`src/rtl/reset_sequencer_if.sv`:
```
// Reset sequencer signal bundle: lock/request inputs and staged reset outputs.
// The master side is the sequencer itself; the slave side is the clock/CPU/consumer side.
interface reset_sequencer_if;
  logic       clk_locked;
  logic       sysresetreq;
  logic       bus_reset_n;
  logic       periph_reset_n;
  logic       cpu_reset_n;
  logic       seq_done;
  logic [1:0] reset_cause;

  modport master (
    input  clk_locked,
    input  sysresetreq,
    output bus_reset_n,
    output periph_reset_n,
    output cpu_reset_n,
    output seq_done,
    output reset_cause
  );

  modport slave (
    output clk_locked,
    output sysresetreq,
    input  bus_reset_n,
    input  periph_reset_n,
    input  cpu_reset_n,
    input  seq_done,
    input  reset_cause
  );
endinterface

```
`src/rtl/reset_sequencer.sv`:
```
// Staged reset sequencer: qualifies MMCM lock, then releases bus, peripheral and CPU resets in order.
// A CPU system reset request re-runs the peripheral and CPU stages while the bus stays out of reset.

// Invariant checker for the reset outputs; instantiated by the sequencer.
module reset_sequencer_checker (
  input logic hclk,
  input logic bus_reset_n,
  input logic periph_reset_n,
  input logic cpu_reset_n,
  input logic seq_done
);
  // Release ordering must hold on every cycle.
  a_cpu_after_periph : assert property (@(posedge hclk) cpu_reset_n |-> periph_reset_n);
  a_periph_after_bus : assert property (@(posedge hclk) periph_reset_n |-> bus_reset_n);
  a_done_in_run      : assert property (@(posedge hclk) seq_done |-> cpu_reset_n);
endmodule

module reset_sequencer #(
  parameter int unsigned LOCK_STABLE_CYCLES = 1024,
  parameter int unsigned STAGE_DELAY        = 16,
  parameter int unsigned CNT_W              = 16
) (
  input  logic                hclk,
  input  logic                ext_reset_n,
  reset_sequencer_if.master   rs
);

  typedef enum logic [2:0] {
    S_WAIT_LOCK  = 3'd0,
    S_STG_BUS    = 3'd1,
    S_STG_PERIPH = 3'd2,
    S_RUN        = 3'd3,
    S_SW_HOLD    = 3'd4
  } state_e;

  localparam logic [1:0] CAUSE_EXT  = 2'd0;
  localparam logic [1:0] CAUSE_LOCK = 2'd1;
  localparam logic [1:0] CAUSE_SW   = 2'd2;

  localparam logic [CNT_W-1:0] LOCK_LAST  = CNT_W'(LOCK_STABLE_CYCLES - 1);
  localparam logic [CNT_W-1:0] STAGE_LAST = CNT_W'(STAGE_DELAY - 1);
  localparam logic [CNT_W-1:0] CNT_ZERO   = {CNT_W{1'b0}};
  localparam logic [CNT_W-1:0] CNT_ONE    = {{(CNT_W-1){1'b0}}, 1'b1};

  // Released-reset pattern {cpu, periph, bus} for each state.
  function automatic logic [2:0] release_vec(input state_e s);
    logic [2:0] v;
    case (s)
      S_STG_BUS:    v = 3'b001;
      S_STG_PERIPH: v = 3'b011;
      S_RUN:        v = 3'b111;
      S_SW_HOLD:    v = 3'b001;
      default:      v = 3'b000;
    endcase
    return v;
  endfunction

  state_e           state_q, state_d;
  logic [CNT_W-1:0] cnt_q, cnt_d;
  logic [CNT_W-1:0] cnt_cmp_s, cnt_inc_s;
  logic             cnt_last_s;
  logic             sync1_q, lock_s_q;
  logic             bus_q, periph_q, cpu_q, done_q;
  logic [1:0]       cause_q, cause_d;
  logic [2:0]       rel_d;

  // Two-flop synchroniser for the asynchronous MMCM lock.
  always_ff @(posedge hclk) begin
    if (!ext_reset_n) begin
      sync1_q  <= 1'b0;
      lock_s_q <= 1'b0;
    end else begin
      sync1_q  <= rs.clk_locked;
      lock_s_q <= sync1_q;
    end
  end

  // Shared delay counter: compare value depends on state; increment saturates at it.
  always_comb begin
    cnt_cmp_s = STAGE_LAST;
    case (state_q)
      S_WAIT_LOCK: cnt_cmp_s = LOCK_LAST;
      default:     cnt_cmp_s = STAGE_LAST;
    endcase
    cnt_last_s = (cnt_q == cnt_cmp_s);
    if (cnt_last_s) begin
      cnt_inc_s = cnt_q;
    end else begin
      cnt_inc_s = cnt_q + CNT_ONE;
    end
  end

  // Next-state logic; lock loss outranks both sysresetreq and counter expiry.
  always_comb begin
    state_d = state_q;
    cnt_d   = cnt_q;
    cause_d = cause_q;
    if ((state_q != S_WAIT_LOCK) && !lock_s_q) begin
      state_d = S_WAIT_LOCK;
      cnt_d   = CNT_ZERO;
      cause_d = CAUSE_LOCK;
    end else begin
      case (state_q)
        S_WAIT_LOCK: begin
          if (!lock_s_q) begin
            cnt_d = CNT_ZERO;
          end else if (cnt_last_s) begin
            state_d = S_STG_BUS;
            cnt_d   = CNT_ZERO;
          end else begin
            cnt_d = cnt_inc_s;
          end
        end
        S_STG_BUS: begin
          if (cnt_last_s) begin
            state_d = S_STG_PERIPH;
            cnt_d   = CNT_ZERO;
          end else begin
            cnt_d = cnt_inc_s;
          end
        end
        S_STG_PERIPH: begin
          if (cnt_last_s) begin
            state_d = S_RUN;
            cnt_d   = CNT_ZERO;
          end else begin
            cnt_d = cnt_inc_s;
          end
        end
        S_RUN: begin
          if (rs.sysresetreq) begin
            state_d = S_SW_HOLD;
            cnt_d   = CNT_ZERO;
            cause_d = CAUSE_SW;
          end else begin
            cnt_d = CNT_ZERO;
          end
        end
        S_SW_HOLD: begin
          // Leaves after exactly STAGE_DELAY cycles regardless of sysresetreq.
          if (cnt_last_s) begin
            state_d = S_STG_PERIPH;
            cnt_d   = CNT_ZERO;
          end else begin
            cnt_d = cnt_inc_s;
          end
        end
        default: begin
          state_d = S_WAIT_LOCK;
          cnt_d   = CNT_ZERO;
        end
      endcase
    end
    rel_d = release_vec(state_d);
  end

  // State, counter and outputs update together; outputs reflect the state being entered.
  always_ff @(posedge hclk) begin
    if (!ext_reset_n) begin
      state_q  <= S_WAIT_LOCK;
      cnt_q    <= CNT_ZERO;
      bus_q    <= 1'b0;
      periph_q <= 1'b0;
      cpu_q    <= 1'b0;
      done_q   <= 1'b0;
      cause_q  <= CAUSE_EXT;
    end else begin
      state_q  <= state_d;
      cnt_q    <= cnt_d;
      bus_q    <= rel_d[0];
      periph_q <= rel_d[1];
      cpu_q    <= rel_d[2];
      done_q   <= (state_d == S_RUN);
      cause_q  <= cause_d;
    end
  end

  assign rs.bus_reset_n    = bus_q;
  assign rs.periph_reset_n = periph_q;
  assign rs.cpu_reset_n    = cpu_q;
  assign rs.seq_done       = done_q;
  assign rs.reset_cause    = cause_q;

  reset_sequencer_checker u_chk (
    .hclk           (hclk),
    .bus_reset_n    (bus_q),
    .periph_reset_n (periph_q),
    .cpu_reset_n    (cpu_q),
    .seq_done       (done_q)
  );

endmodule

```
`src/flat_wrapper.sv`:
```
// flat-port wrapper written by rule: the top's interface ports become plain ports
module reset_sequencer_flat 
#(
  parameter int unsigned LOCK_STABLE_CYCLES = 1024,
  parameter int unsigned STAGE_DELAY        = 16,
  parameter int unsigned CNT_W              = 16
)
  (hclk, ext_reset_n, rs_clk_locked, rs_sysresetreq, rs_bus_reset_n, rs_periph_reset_n, rs_cpu_reset_n, rs_seq_done, rs_reset_cause);
  reset_sequencer_if rs_i ();
  input  logic hclk;
  input  logic ext_reset_n;
  input wire logic [$bits(rs_i.clk_locked)-1:0] rs_clk_locked;
  input wire logic [$bits(rs_i.sysresetreq)-1:0] rs_sysresetreq;
  output wire logic [$bits(rs_i.bus_reset_n)-1:0] rs_bus_reset_n;
  output wire logic [$bits(rs_i.periph_reset_n)-1:0] rs_periph_reset_n;
  output wire logic [$bits(rs_i.cpu_reset_n)-1:0] rs_cpu_reset_n;
  output wire logic [$bits(rs_i.seq_done)-1:0] rs_seq_done;
  output wire logic [$bits(rs_i.reset_cause)-1:0] rs_reset_cause;
  assign rs_i.clk_locked = rs_clk_locked;
  assign rs_i.sysresetreq = rs_sysresetreq;
  assign rs_bus_reset_n = rs_i.bus_reset_n;
  assign rs_periph_reset_n = rs_i.periph_reset_n;
  assign rs_cpu_reset_n = rs_i.cpu_reset_n;
  assign rs_seq_done = rs_i.seq_done;
  assign rs_reset_cause = rs_i.reset_cause;
  reset_sequencer #(.LOCK_STABLE_CYCLES(LOCK_STABLE_CYCLES), .STAGE_DELAY(STAGE_DELAY), .CNT_W(CNT_W)) u_core (.hclk(hclk), .ext_reset_n(ext_reset_n), .rs(rs_i));
endmodule
```
`config.mk`:
```
export PLATFORM = sky130hd
export DESIGN_NAME = reset_sequencer_flat
export DESIGN_NICKNAME = d
export VERILOG_FILES = /design/src/rtl/reset_sequencer_if.sv /design/src/rtl/reset_sequencer.sv /design/src/flat_wrapper.sv
export SDC_FILE = /design/constraint.sdc
export NUM_CORES = 1
export LEC_CHECK = 0
export ABC_AREA = 1
export CAP_MARGIN = 10
export CORE_MARGIN = 1
export CORE_UTILIZATION = 34
export CTS_BUF_LIST = sky130_fd_sc_hd__clkbuf_16
export DETAILED_ROUTE_END_ITERATION = 16
export PLACE_DENSITY_LB_ADDON = 0.12
export SLEW_MARGIN = 20
export SYNTH_ARGS = -nofsm -noshare
export SYNTH_HDL_FRONTEND = slang
export SYNTH_SLANG_ARGS = --single-unit
export TNS_END_PERCENT = 50
```
`constraint.sdc`:
```
create_clock -name hclk -period 3.4 [get_ports hclk]
set_input_delay 0.68 -clock hclk [delete_from_list [all_inputs] [get_ports hclk]]
set_output_delay 0.68 -clock hclk [all_outputs]
set_load 0.1 [all_outputs]
```
# Word level (Yosys, flattened, before mapping)
# Cells that the tools add are included.
# op_classes
n_mux,15
n_eq_ne,9
add_sub_neg,1
n_reduce_logical,12
bitwise,1
# ops
op,count
two-way mux 16 bit,2
case mux 16 bit (2 select lines),1
two-way mux 3 bit,6
"adder 16 x 1 -> 16 bit, second input constant",1
equality test 16 x 10 -> 1 bit,1
"equality test 3 x 2 -> 1 bit, second input constant",4
case mux 3 bit (4 select lines),1
two-way mux 10 bit,1
case mux 3 bit (3 select lines),1
"equality test 3 x 1 -> 1 bit, second input constant",2
"equality test 3 bit, second input constant",2
OR reduction 2 bit,3
AND reduction 2 bit,2
nonzero test 2 bit,2
logical NOT 3 bit,1
two-way mux 1 bit,3
nonzero test 3 bit,1
OR reduction 3 bit,1
logical AND 1 bit,1
logical NOT 1 bit,1
inverter 1 bit,1
# totals
reg_bits,27

# Depth between registers and ports, before layout
# logic_depth
depth_word,10
ltp_mapped,12
ltp_nobuf,12

# Worst setup path after synthesis
# OpenSTA, ideal clock, no wires.
# synth_path
kind,register to output
from,"register u_core.done_q, in the netlist u_core.rs.seq_done"
to,output port rs_seq_done
path_slack_ns,1.364
t_arrival_ns,1.356
n_path_buf,1
path_stages_with_launch,2
cell_sequence,dfxtp_1 > buf_4
# synth_rtl
item,line,text
"start, declared",reset_sequencer.sv:63,"logic bus_q, periph_q, cpu_q, done_q;"
"start signal, assigned",reset_sequencer.sv:173,done_q <= (state_d == S_RUN);
"end, declared",flat_wrapper.sv:17,output wire logic [$bits(rs_i.seq_done)-1:0] rs_seq_done;
# No word-level cell between the ends.

==> impl_metrics.py <==
metrics = {
    "status": {
        "outcome": "complete, no violations",
    },
    "timing": {
        "setup_viol": 0,
        "slew_headroom_pct": 35.01,
        "slew_viol_final": 0,
        "finalCritPeriodShare_pct": 70.58,
        "hold_slack_ns": 0.4221,
        "fmax_mhz": 416.7,
        "hold_violations": 0,
        "tns_ns": 0,
        "worst_slack_ns": 1.000,
        "rsz0062_at_grt": "false",
        "tightest_slew_ns": 0.9718,
        "finClkSkew_ns": 0.002030,
        "fin_crit_ns": 2.400,
    },
    "clocking": {
        "cts_tree": "built",
        "clock-sinks": 26,
        "hold_buffers": 0,
        "cts_max_path_buffers": 2,
        "cts_buffers": 3,
        "clk_latency_ns": 0.25,
        "cts-root-buf": "clkbuf_16",
        "postCtsSetupBuffers": 0,
        "cts_resized": 0,
        "htree_levels": 1,
        "clkSlewWorstSetupHoldPaths_ns": 0.06,
    },
    "synthesis": {
        "synth_adder_area_share_pct": 1.015,
        "ys_top_cells_by_count": "26 x dfxtp_1, 25 x nor2_1, 23 x nand2_1",
        "synth_cell_types": 32,
        "synth_area_leaders": "dfxtp_1 42%, nor2_1 7.6%, nand2_1 7.0%, inv_1 4.6%, nand3_1 3.7%",
        "synthArstFlopShare_pct": 0,
        "synthMuxAreaShare_pct": 0,
        "synth_top_family_by_area": "simple AND/OR/NAND/NOR gates",
        "synth.avg_cell_area_um2": 7.951,
        "syn_inst": 155,
        "synth_edf_count": 0,
        "ys_seq_elements": 26,
        "ys.flop_type": "dfxtp_1",
        "ys_warn_count": 0,
        "synth_top_area_share_pct": 42.23,
        "synth_xor_area_share_pct": 4.264,
        "yosysMostFrequentCell": "dfxtp_1",
        "syn_area_um2": 1232,
        "synth_top_area_cell": "dfxtp_1",
        "syn_nets": 160,
        "synth_simple_gate_area_share_pct": 36.35,
        "ys_seq_area_share_pct": 42.23,
        "synth_compound_area_share_pct": 8.426,
    },
    "die": {
        "die_w_um": 62.21,
        "coreArea_um2": 3416,
        "ios": 10,
        "rows": 21,
        "start_util_pct": 36.08,
        "die_area_um2": 3869,
        "die_y_um": 62.21,
    },
    "power": {
        "internal_power_w": 0.0004663,
        "p_switching_w": 0.0001026,
        "switching_share_pct": 18.03,
        "power_density_nw_per_um2": 397.4,
        "ir_drop_v": 0.0001491,
        "power.share.clock_pct": 44.1,
        "sequentialPowerShare_pct": 53.9,
        "p_leak_nw": 0.5536,
        "p_comb_share_pct": 1.9,
    },
    "layout": {
        "fin_nets": 171,
        "regArea_um2": 520.5,
        "fillers": 372,
        "diodes": 0,
        "instances_no_fill": 210,
        "layout-drive-gt1-share_pct": 15.24,
        "area_delta_synth_final_pct": 16.14,
        "utilization_pct": 41.90,
        "multi_input_area_um2": 616.8,
    },
    "grt": {
        "grt_usage_pct": 13.19,
        "grt_pass1_wl_um": 4105,
        "antenna_found_initial": 0,
        "grt_pass1_vias": 1000,
        "grt_max_degree": 16,
        "gr-total-overflow": 0,
    },
    "drt": {
        "wirelength_um": 2206,
        "antenna_left": 0,
        "post_drt_wl_per_cell_um": 10.50,
        "drtIter0Drc": 26,
        "post_drt_via_cell_ratio": 4.671,
        "drc_errors": 0,
        "dr.pass1.iters": 4,
        "vias": 981,
    },
    "worst_setup_path": {
        "timing_worst_setup_path_type": "reg2out",
        "crit_slowest_cell": "clkdlybuf4s50_1",
        "start_kind": "flop",
        "cpPeakStageDelay_ns": 1.13,
        "worstPathMaxFanout": 2,
        "worstPathRequired_ns": 2.72,
        "end_kind": "output port",
        "cp_data_arrival_time_ns": 1.72,
        "path_cells": "clkdlybuf4s50_1",
        "cp_top_family": "buffers and inverters",
        "crit_buf_inv": 1,
    },
    "placement": {
        "hpwlAfterDp_um": 1756,
        "pre_cts_ws_ns": 1.117,
        "dp_cells": 207,
        "gp_congestion": 0.8313,
        "place.port_buffers": 9,
    },
    "run": {
        "drv_cap": 0,
    },
    "worst_hold_path": {
        "hold_path_class": "reg2reg",
    },
}
==> through the flow <==
step / cell area [µm²] / total power [W]
2_1_floorplan: 1232 / 0.0003197
3_3_place_gp: 1356 / 0.0003246
3_5_place_dp: 1356 / 0.0003248
4_1_cts: 1431 / 0.0005785
5_1_grt: 1431 / 0.0005948
6_report: 1431 / 0.0005689
==> power groups by stage <==
stage	logic (W)	registers, W	clock network, W
finish	0.0000110	0.000307	0.000251
global route	0.0000127	0.000307	0.000275
CTS	0.0000112	0.000307	0.000261
detailed placement	0.0000112	0.000314	0
global placement	0.0000110	0.000314	0
floorplan	0.00000625	0.000313	0
==> metal layers <==
metal | vias up | routed length (µm) | track usage [%]
met5 | - | 0 | 0
met4 | 0 | 56 | 6.105
met3 | 7 | 74 | 2.390
met2 | 19 | 1063 | 23.63
met1 | 433 | 1010 | 15.06
li1 | 522 | - | -
==> worst register-to-register path, stage by stage (launching register included) <==
cell and delay, ns:
dfxtp_1 0.37, ha_1 0.20, nand3_1 0.22, nor2_4 0.20
nand3_4 0.10, nand3_2 0.29, o21bai_1 0.17, a21oi_1 0.05
==> registers in the layout, indices dropped and copies added (netlist names) <==
name,flops
u_core.sync1_q,1
u_core.rs.bus_reset_n,1
u_core.cnt_q,16
u_core.rs.reset_cause,2
u_core.state_q,3
u_core.rs.seq_done,1
u_core.rs.periph_reset_n,1
u_core.lock_s_q,1
==> cell usage in the layout, fill, tap and decap left out, drive strengths merged, types with 4 or more instances in the layout <==
| cell | synthesis | layout |
|---|---|---|
| a21oi | 7 | 7 |
| clkdlybuf4s50 | 0 | 9 |
| dfxtp | 26 | 26 |
| inv | 19 | 19 |
| nand2 | 28 | 28 |
| nand3 | 12 | 12 |
| nand4 | 4 | 4 |
| nor2 | 30 | 30 |
| nor3 | 5 | 5 |
| nor3b | 4 | 4 |
==> final cells by class <==
type                            count  share of cell area, %
Multi-Input combinational cell    107                  43.09
Sequential cell                    26                  36.36
Timing Repair Buffer                9                  6.294
Clock buffer                        3                  5.245
Inverter                           19                  4.983
Tap cell                           46                  4.021
==> kinds of logic after synthesis <==
kind of cell             Yosys count
XOR/XNOR                           6
flip-flops                        26
buffers and inverters             22
adder cells (fa/ha/maj)            1
AO/OA/AOI/OAI                     16
AND/OR/NAND/NOR                   84
==> final timing paths <==
| check | startpoint | to | slack, ns | depth (start not counted) |
|---|---|---|---|---|
| setup / recovery | u_core.rs.seq_done | rs_cpu_reset_n | 1.00 | 1 |
| hold / removal | u_core.sync1_q | u_core.lock_s_q | 0.42 | 2 |
| setup reg to reg | u_core.cnt_q[0] | u_core.cnt_q[15] | 1.69 | 7 |
| hold reg to reg | u_core.sync1_q | u_core.lock_s_q | 0.42 | 2 |
Note: power is estimated with default switching activity, not from simulation.
==> RTL edit 1: new RTL, config.mk and constraints unchanged <==
`CNT_W` is set to 16 in 2 places; all go to 32.
--- a/src/rtl/reset_sequencer.sv
+++ b/src/rtl/reset_sequencer.sv
@@ -19,5 +19,5 @@
   parameter int unsigned LOCK_STABLE_CYCLES = 1024,
   parameter int unsigned STAGE_DELAY        = 16,
-  parameter int unsigned CNT_W              = 16
+  parameter int unsigned CNT_W              = 32
 ) (
   input  logic                hclk,
--- a/src/flat_wrapper.sv
+++ b/src/flat_wrapper.sv
@@ -4,5 +4,5 @@
   parameter int unsigned LOCK_STABLE_CYCLES = 1024,
   parameter int unsigned STAGE_DELAY        = 16,
-  parameter int unsigned CNT_W              = 16
+  parameter int unsigned CNT_W              = 32
 )
   (hclk, ext_reset_n, rs_clk_locked, rs_sysresetreq, rs_bus_reset_n, rs_periph_reset_n, rs_cpu_reset_n, rs_seq_done, rs_reset_cause);
Behaviour: same outputs for any inputs over 10 cycles, from zero or initial values and one cycle with ext_reset_n low; that may be too few to reach the edited logic, so the function may still have changed.
==> RTL edit 1 against the unedited design <==
  * Register-to-register slack lost 140 ps
  * Total power is 73% higher
  * Clock skew rose by 3.1 ps
  * Largest power group unchanged
  * Worst setup slack worse by 13 ps
  * Routed wire length grew 110%
  * Final area grew 77%
  * Area after synthesis is 80% higher
  * Via count increased by 86%
  * Sequential cell count up 17
==> RTL edit 1: results (changes against the unedited design) <==
Status -> finished, final reports clean (unchanged)
Crit. Startpoint -> u_core.rs.reset_cause[1] (was u_core.rs.seq_done)
First-pass GRT wire length -> 7.62 mm (was 4.11 mm)
Cts bufs inserted -> 5 (was 3)
Crit path arrival time -> 1730 ps
Hold_sp -> u_core.sync1_q (unchanged)
Top cells by area, synth -> dfxtp_1 (39%), nor2_1 (10%), nand2_1 (7.4%), xor2_1 (4.3%), inv_1 (4.2%) (was dfxtp_1 (42%), nor2_1 (7.6%), nand2_1 (7.0%), inv_1 (4.6%), nand3_1 (3.7%))
Clock H-tree levels -> 2 (was 1)
Synth warn -> 0 (unchanged)
Synth top cells by count -> nor2_1 (62), nand2_1 (44), dfxtp_1 (43) (was dfxtp_1 (26), nor2_1 (25), nand2_1 (23))
Setup Skew -> 5.11 ps (was 2.03 ps)
Crit path max-delay family -> buffers and inverters (unchanged)
Initial antenna violation count -> 0 (unchanged)
Largest net degree at the start of global routing -> 28 (was 16)
CTS Root Cell -> clkbuf_16 (unchanged)
Total Routed Length -> 4.52 mm (was 2.21 mm)
Crit Path Max Fanout -> 2 (unchanged)
Vias -> 1821 (was 981)
Top reg by flops -> u_core.cnt_q (unchanged)
CTS max path bufs -> 2 (unchanged)
Min-delay worst type -> flop to flop (unchanged)
Routability cong. -> 0.841 (was 0.831)
Drt first-iter violations -> 87 (was 26)
Post-synth cell types -> 33 (was 32)
Setup_tns -> 0 ps (unchanged)
Slew @ Worst Pin -> 973 ps (was 972 ps)
# nets final -> 316 (was 171)
Slowest stage cell, crit path -> clkdlybuf4s50_1 (unchanged)
Register area share after synthesis -> 38.8% (was 42.2%)
Clock Latency Late Sink -> 280 ps (was 250 ps)
Net Sw Power -> 0.000204 W (was 0.000103 W)
Inserted Diodes -> 0 (unchanged)
Max reg flops -> 32 (was 16)
Detailed placement HPWL -> 3.50 mm (was 1.76 mm)
Mapped Nets -> 302 (was 160)
Clk slew on worst S/H paths -> 60 ps (about the same)
# port buffers -> 9 (unchanged)
Postcts setup bufs -> 0 (unchanged)
Vias in the first global route -> 1665 (was 1000)
Leakage -> 0.953 nW (was 0.554 nW)
Worst reg2reg path startpoint -> u_core.cnt_q[0] (unchanged)
GR Util All Layers -> 14.8% (was 13.2%)
Worst path max stage delay -> 1120 ps
DR pass1 iterations -> 4 (unchanged)
Post-synthesis async set-or-reset flop share -> 0% (unchanged)
Post_cts resized -> 0 (unchanged)
Layout cells sized above 1 -> 16.0% (was 15.2%)
Peak supply drop -> 0.255 mV (was 0.149 mV)
RTL edit 1: cell count changes after synthesis, sizes merged, moves of 4 or more:
cell,unedited run,this run
xnor2,3,7
nor2,30,79
nand2,28,55
nand4,4,13
o21ai,3,7
xor2,3,11
nor3,5,12
inv,19,32
a31oi,1,5
dfxtp,26,43
RTL edit 1: area by class of cell:
class / count / area (sq um)
flip-flops and latches: 43 / 861
clock buffers: 5 / 125
inverters: 32 / 120
clock inverters: 3 / 15.0
repair buffers: 9 / 90.1
multi-input cells: 220 / 1220
fillers: 649 / 3780
well taps: 77 / 96.3
RTL edit 1: logic make-up (layout without fill, tap and decap cells):
| kind of cell | count (synthesis) | after routing | synth area share (%) |
|---|---|---|---|
| DFF | 43 | 43 | 38.8 |
| AOI/OAI and AO/OA | 24 | 24 | 6.37 |
| adders and majority gates | 1 | 1 | 0.564 |
| buffers and inverters | 34 | 49 | 6.09 |
| xor gates and xnor gates | 18 | 18 | 7.11 |
| and+or+nand+nor | 177 | 177 | 41.1 |
RTL edit 1: per-stage QoR:
step                std cells  area, sq um  worst slack, ps  total power (W)
finish                    389         2530              987         0.000983
global route              389         2530              923          0.00103
CTS                       389         2530              978          0.00100
detailed placement        381         2390             1100         0.000533
global placement          381         2390             1150         0.000533
floorplan                 297         2220             1800         0.000527
RTL edit 1: metal layers:
metal,up-vias,share of wire (%),GRT usage [%]
li1,991,-,-
met5,-,0,0
met1,816,50,19.0
met2,12,47,25.5
met4,0,0.49,3.10
met3,2,2.2,3.28
RTL edit 1: power by group through the flow:
stage	sequential, W	clock [W]	combinational (W)
after floorplan	0.000517	0	0.0000101
after global placement	0.000517	0	0.0000154
after detailed placement	0.000517	0	0.0000156
after CTS	0.000506	0.000483	0.0000157
after global routing	0.000506	0.000503	0.0000177
final	0.000506	0.000462	0.0000153
RTL edit 1: path summary, 6_finish.rpt:
path                                          end  slack [ps]  cells past startpoint
worst max register to register   u_core.cnt_q[16]        1550                     10
worst min-delay path              u_core.lock_s_q         410                      2
worst max-delay path            rs_reset_cause[1]         990                      1
worst min register to register    u_core.lock_s_q         410                      2
==> RTL edit 2: new RTL, config.mk and constraints unchanged <==
Made on the original files. The 5 states of `state_e` get a one-hot encoding in 5 bits.
--- a/src/rtl/reset_sequencer.sv
+++ b/src/rtl/reset_sequencer.sv
@@ -26,10 +26,10 @@
 );
 
-  typedef enum logic [2:0] {
-    S_WAIT_LOCK  = 3'd0,
-    S_STG_BUS    = 3'd1,
-    S_STG_PERIPH = 3'd2,
-    S_RUN        = 3'd3,
-    S_SW_HOLD    = 3'd4
+  typedef enum logic [4:0] {
+    S_WAIT_LOCK  = 5'b00001,
+    S_STG_BUS    = 5'b00010,
+    S_STG_PERIPH = 5'b00100,
+    S_RUN        = 5'b01000,
+    S_SW_HOLD    = 5'b10000
   } state_e;
 
Formal check against the unedited RTL: same outputs for any inputs over 10 cycles, from zero or initial values and one cycle with ext_reset_n low; not proved beyond that.
==> RTL edit 2 against the unedited design <==
  * Sequential cell count increased by 3
  * Via count increased by 17%
  * Area after synthesis increased by 9.8%
  * Count of clock-buffer cells in the layout increased by 2
  * Critical path depth unchanged
  * Non-clock buffer count unchanged
  * First-iteration DRC count increased by 120%
  * Worst setup slack got worse by 12 ps
  * Routed wire length increased by 19%
  * Total power increased by 33%
  * Global-route usage increased by 1.5 points
  * Final area increased by 14%
  * Largest power group is now the clock network
==> RTL edit 2: results (changes against the unedited design) <==
GR Util All Layers -> 14.7% (was 13.2%)
Post-synthesis compound-gate area fraction -> 5.91% (was 8.43%)
Cell count after synthesis -> 181 (was 155)
Placed Cells incl. Taps -> 237 (was 207)
Crit. Startpoint -> u_core.rs.reset_cause[1] (was u_core.rs.seq_done)
Postcts setup bufs -> 0 (unchanged)
R2R cell count -> 10 (was 7)
Clock H-tree levels -> 2 (was 1)
Worst reg2reg path startpoint -> u_core.cnt_q[0] (unchanged)
Status -> finished, final reports clean (unchanged)
Leakage -> 0.675 nW (was 0.554 nW)
Crit path max-delay family -> buffers and inverters (unchanged)
Comb_multi_in -> 125 (was 107)
Layout cells sized above 1 -> 12.2% (was 15.2%)
Post-synth cell types -> 25 (was 32)
Met3 routed WL -> 94 microns (was 74 microns)
Initial antenna violation count -> 0 (unchanged)
Mapped Nets -> 186 (was 160)
Cts bufs inserted -> 5 (was 3)
Detailed placement HPWL -> 1.99 mm (was 1.76 mm)
Met1 GRT Util -> 19.2% (was 15.1%)
Register area share after synthesis -> 42.9% (was 42.2%)
CP endpoint -> rs_reset_cause[1] (was rs_cpu_reset_n)
Post-synthesis register bit count -> 29 (was 26)
M2 GR Usage -> 20.2% (was 23.6%)
R2r setup slk -> 1650 ps (was 1690 ps)
Final period util -> 70.9% (was 70.6%)
Clock Latency Late Sink -> 270 ps (was 250 ps)
Max reg flops -> 16 (unchanged)
Top cells by area, synth -> dfxtp_1 (43%), nor2_1 (8.3%), nand2_1 (7.5%), inv_1 (6.1%), nand3_1 (5.9%) (was dfxtp_1 (42%), nor2_1 (7.6%), nand2_1 (7.0%), inv_1 (4.6%), nand3_1 (3.7%))
Vias in the first global route -> 1047 (was 1000)
Routed wl met2 -> 1.12 mm (was 1.06 mm)
Inverter count -> 26 (was 19)
Synth top cells by count -> nor2_1 (30), dfxtp_1 (29), nand2_1 (27) (was dfxtp_1 (26), nor2_1 (25), nand2_1 (23))
Register Area -> 581 sq um (was 520 sq um)
DRT met1 WL -> 1.36 mm (was 1.01 mm)
Routability cong. -> 0.784 (was 0.831)
Data buffer area share -> 5.52% (was 6.29%)
Slowest stage cell, crit path -> clkdlybuf4s50_1 (unchanged)
WL per Instance -> 10.7 microns (was 10.5 microns)
Peak supply drop -> 0.291 mV (was 0.149 mV)
Post-Synth Adder-Cell Area -> 0.924% (was 1.02%)
Clk cell area share -> 8.51% (was 5.24%)
Drt first-iter violations -> 57 (was 26)
Layout area overhead -> 20.5% (was 16.1%)
Vias -> 1148 (was 981)
Fillcell total -> 396 (was 372)
Dpl cell area -> 0.00149 sq mm (was 0.00136 sq mm)
Largest net degree at the start of global routing -> 13 (was 16)
First-pass GRT wire length -> 4.53 mm (was 4.11 mm)
# nets final -> 201 (was 171)
Post-Synth XOR/XNOR Area -> 4.53% (was 4.26%)
Setup Skew -> 4.18 ps (was 2.03 ps)
Via density -> 4.69 (was 4.67)
Post-place setup slack -> 1090 ps (was 1120 ps)
Multi-input gate area -> 664 sq um (was 617 sq um)
Slew @ Worst Pin -> 969 ps (was 972 ps)
Grt met3 use -> 5.21% (was 2.39%)
## RTL edit 2: changes by cell type after synthesis, sizes merged, moves of 3 or more
cell	delta
xor2	+3
inv	+6
nor2	+7
dfxtp	+3
nand2	+3
nand4	+4
nand3	+5
## RTL edit 2: worst min-delay path by stage
stage                        start  slack [ps]               to  cells after the start
global placement    u_core.sync1_q         410  u_core.lock_s_q                      2
global route        u_core.sync1_q         430  u_core.lock_s_q                      2
CTS                 u_core.sync1_q         430  u_core.lock_s_q                      2
floorplan           u_core.sync1_q         390  u_core.lock_s_q                      2
finish              u_core.sync1_q         420  u_core.lock_s_q                      2
detailed placement  u_core.sync1_q         420  u_core.lock_s_q                      2
## RTL edit 2: power breakdown
group | leakage, nW | internal (W) | switching, W
clock network | 0.0748 | 0.000264 | 0.000140
logic | 0.366 | 0.00000531 | 0.00000635
registers | 0.234 | 0.000342 | 0.000000827
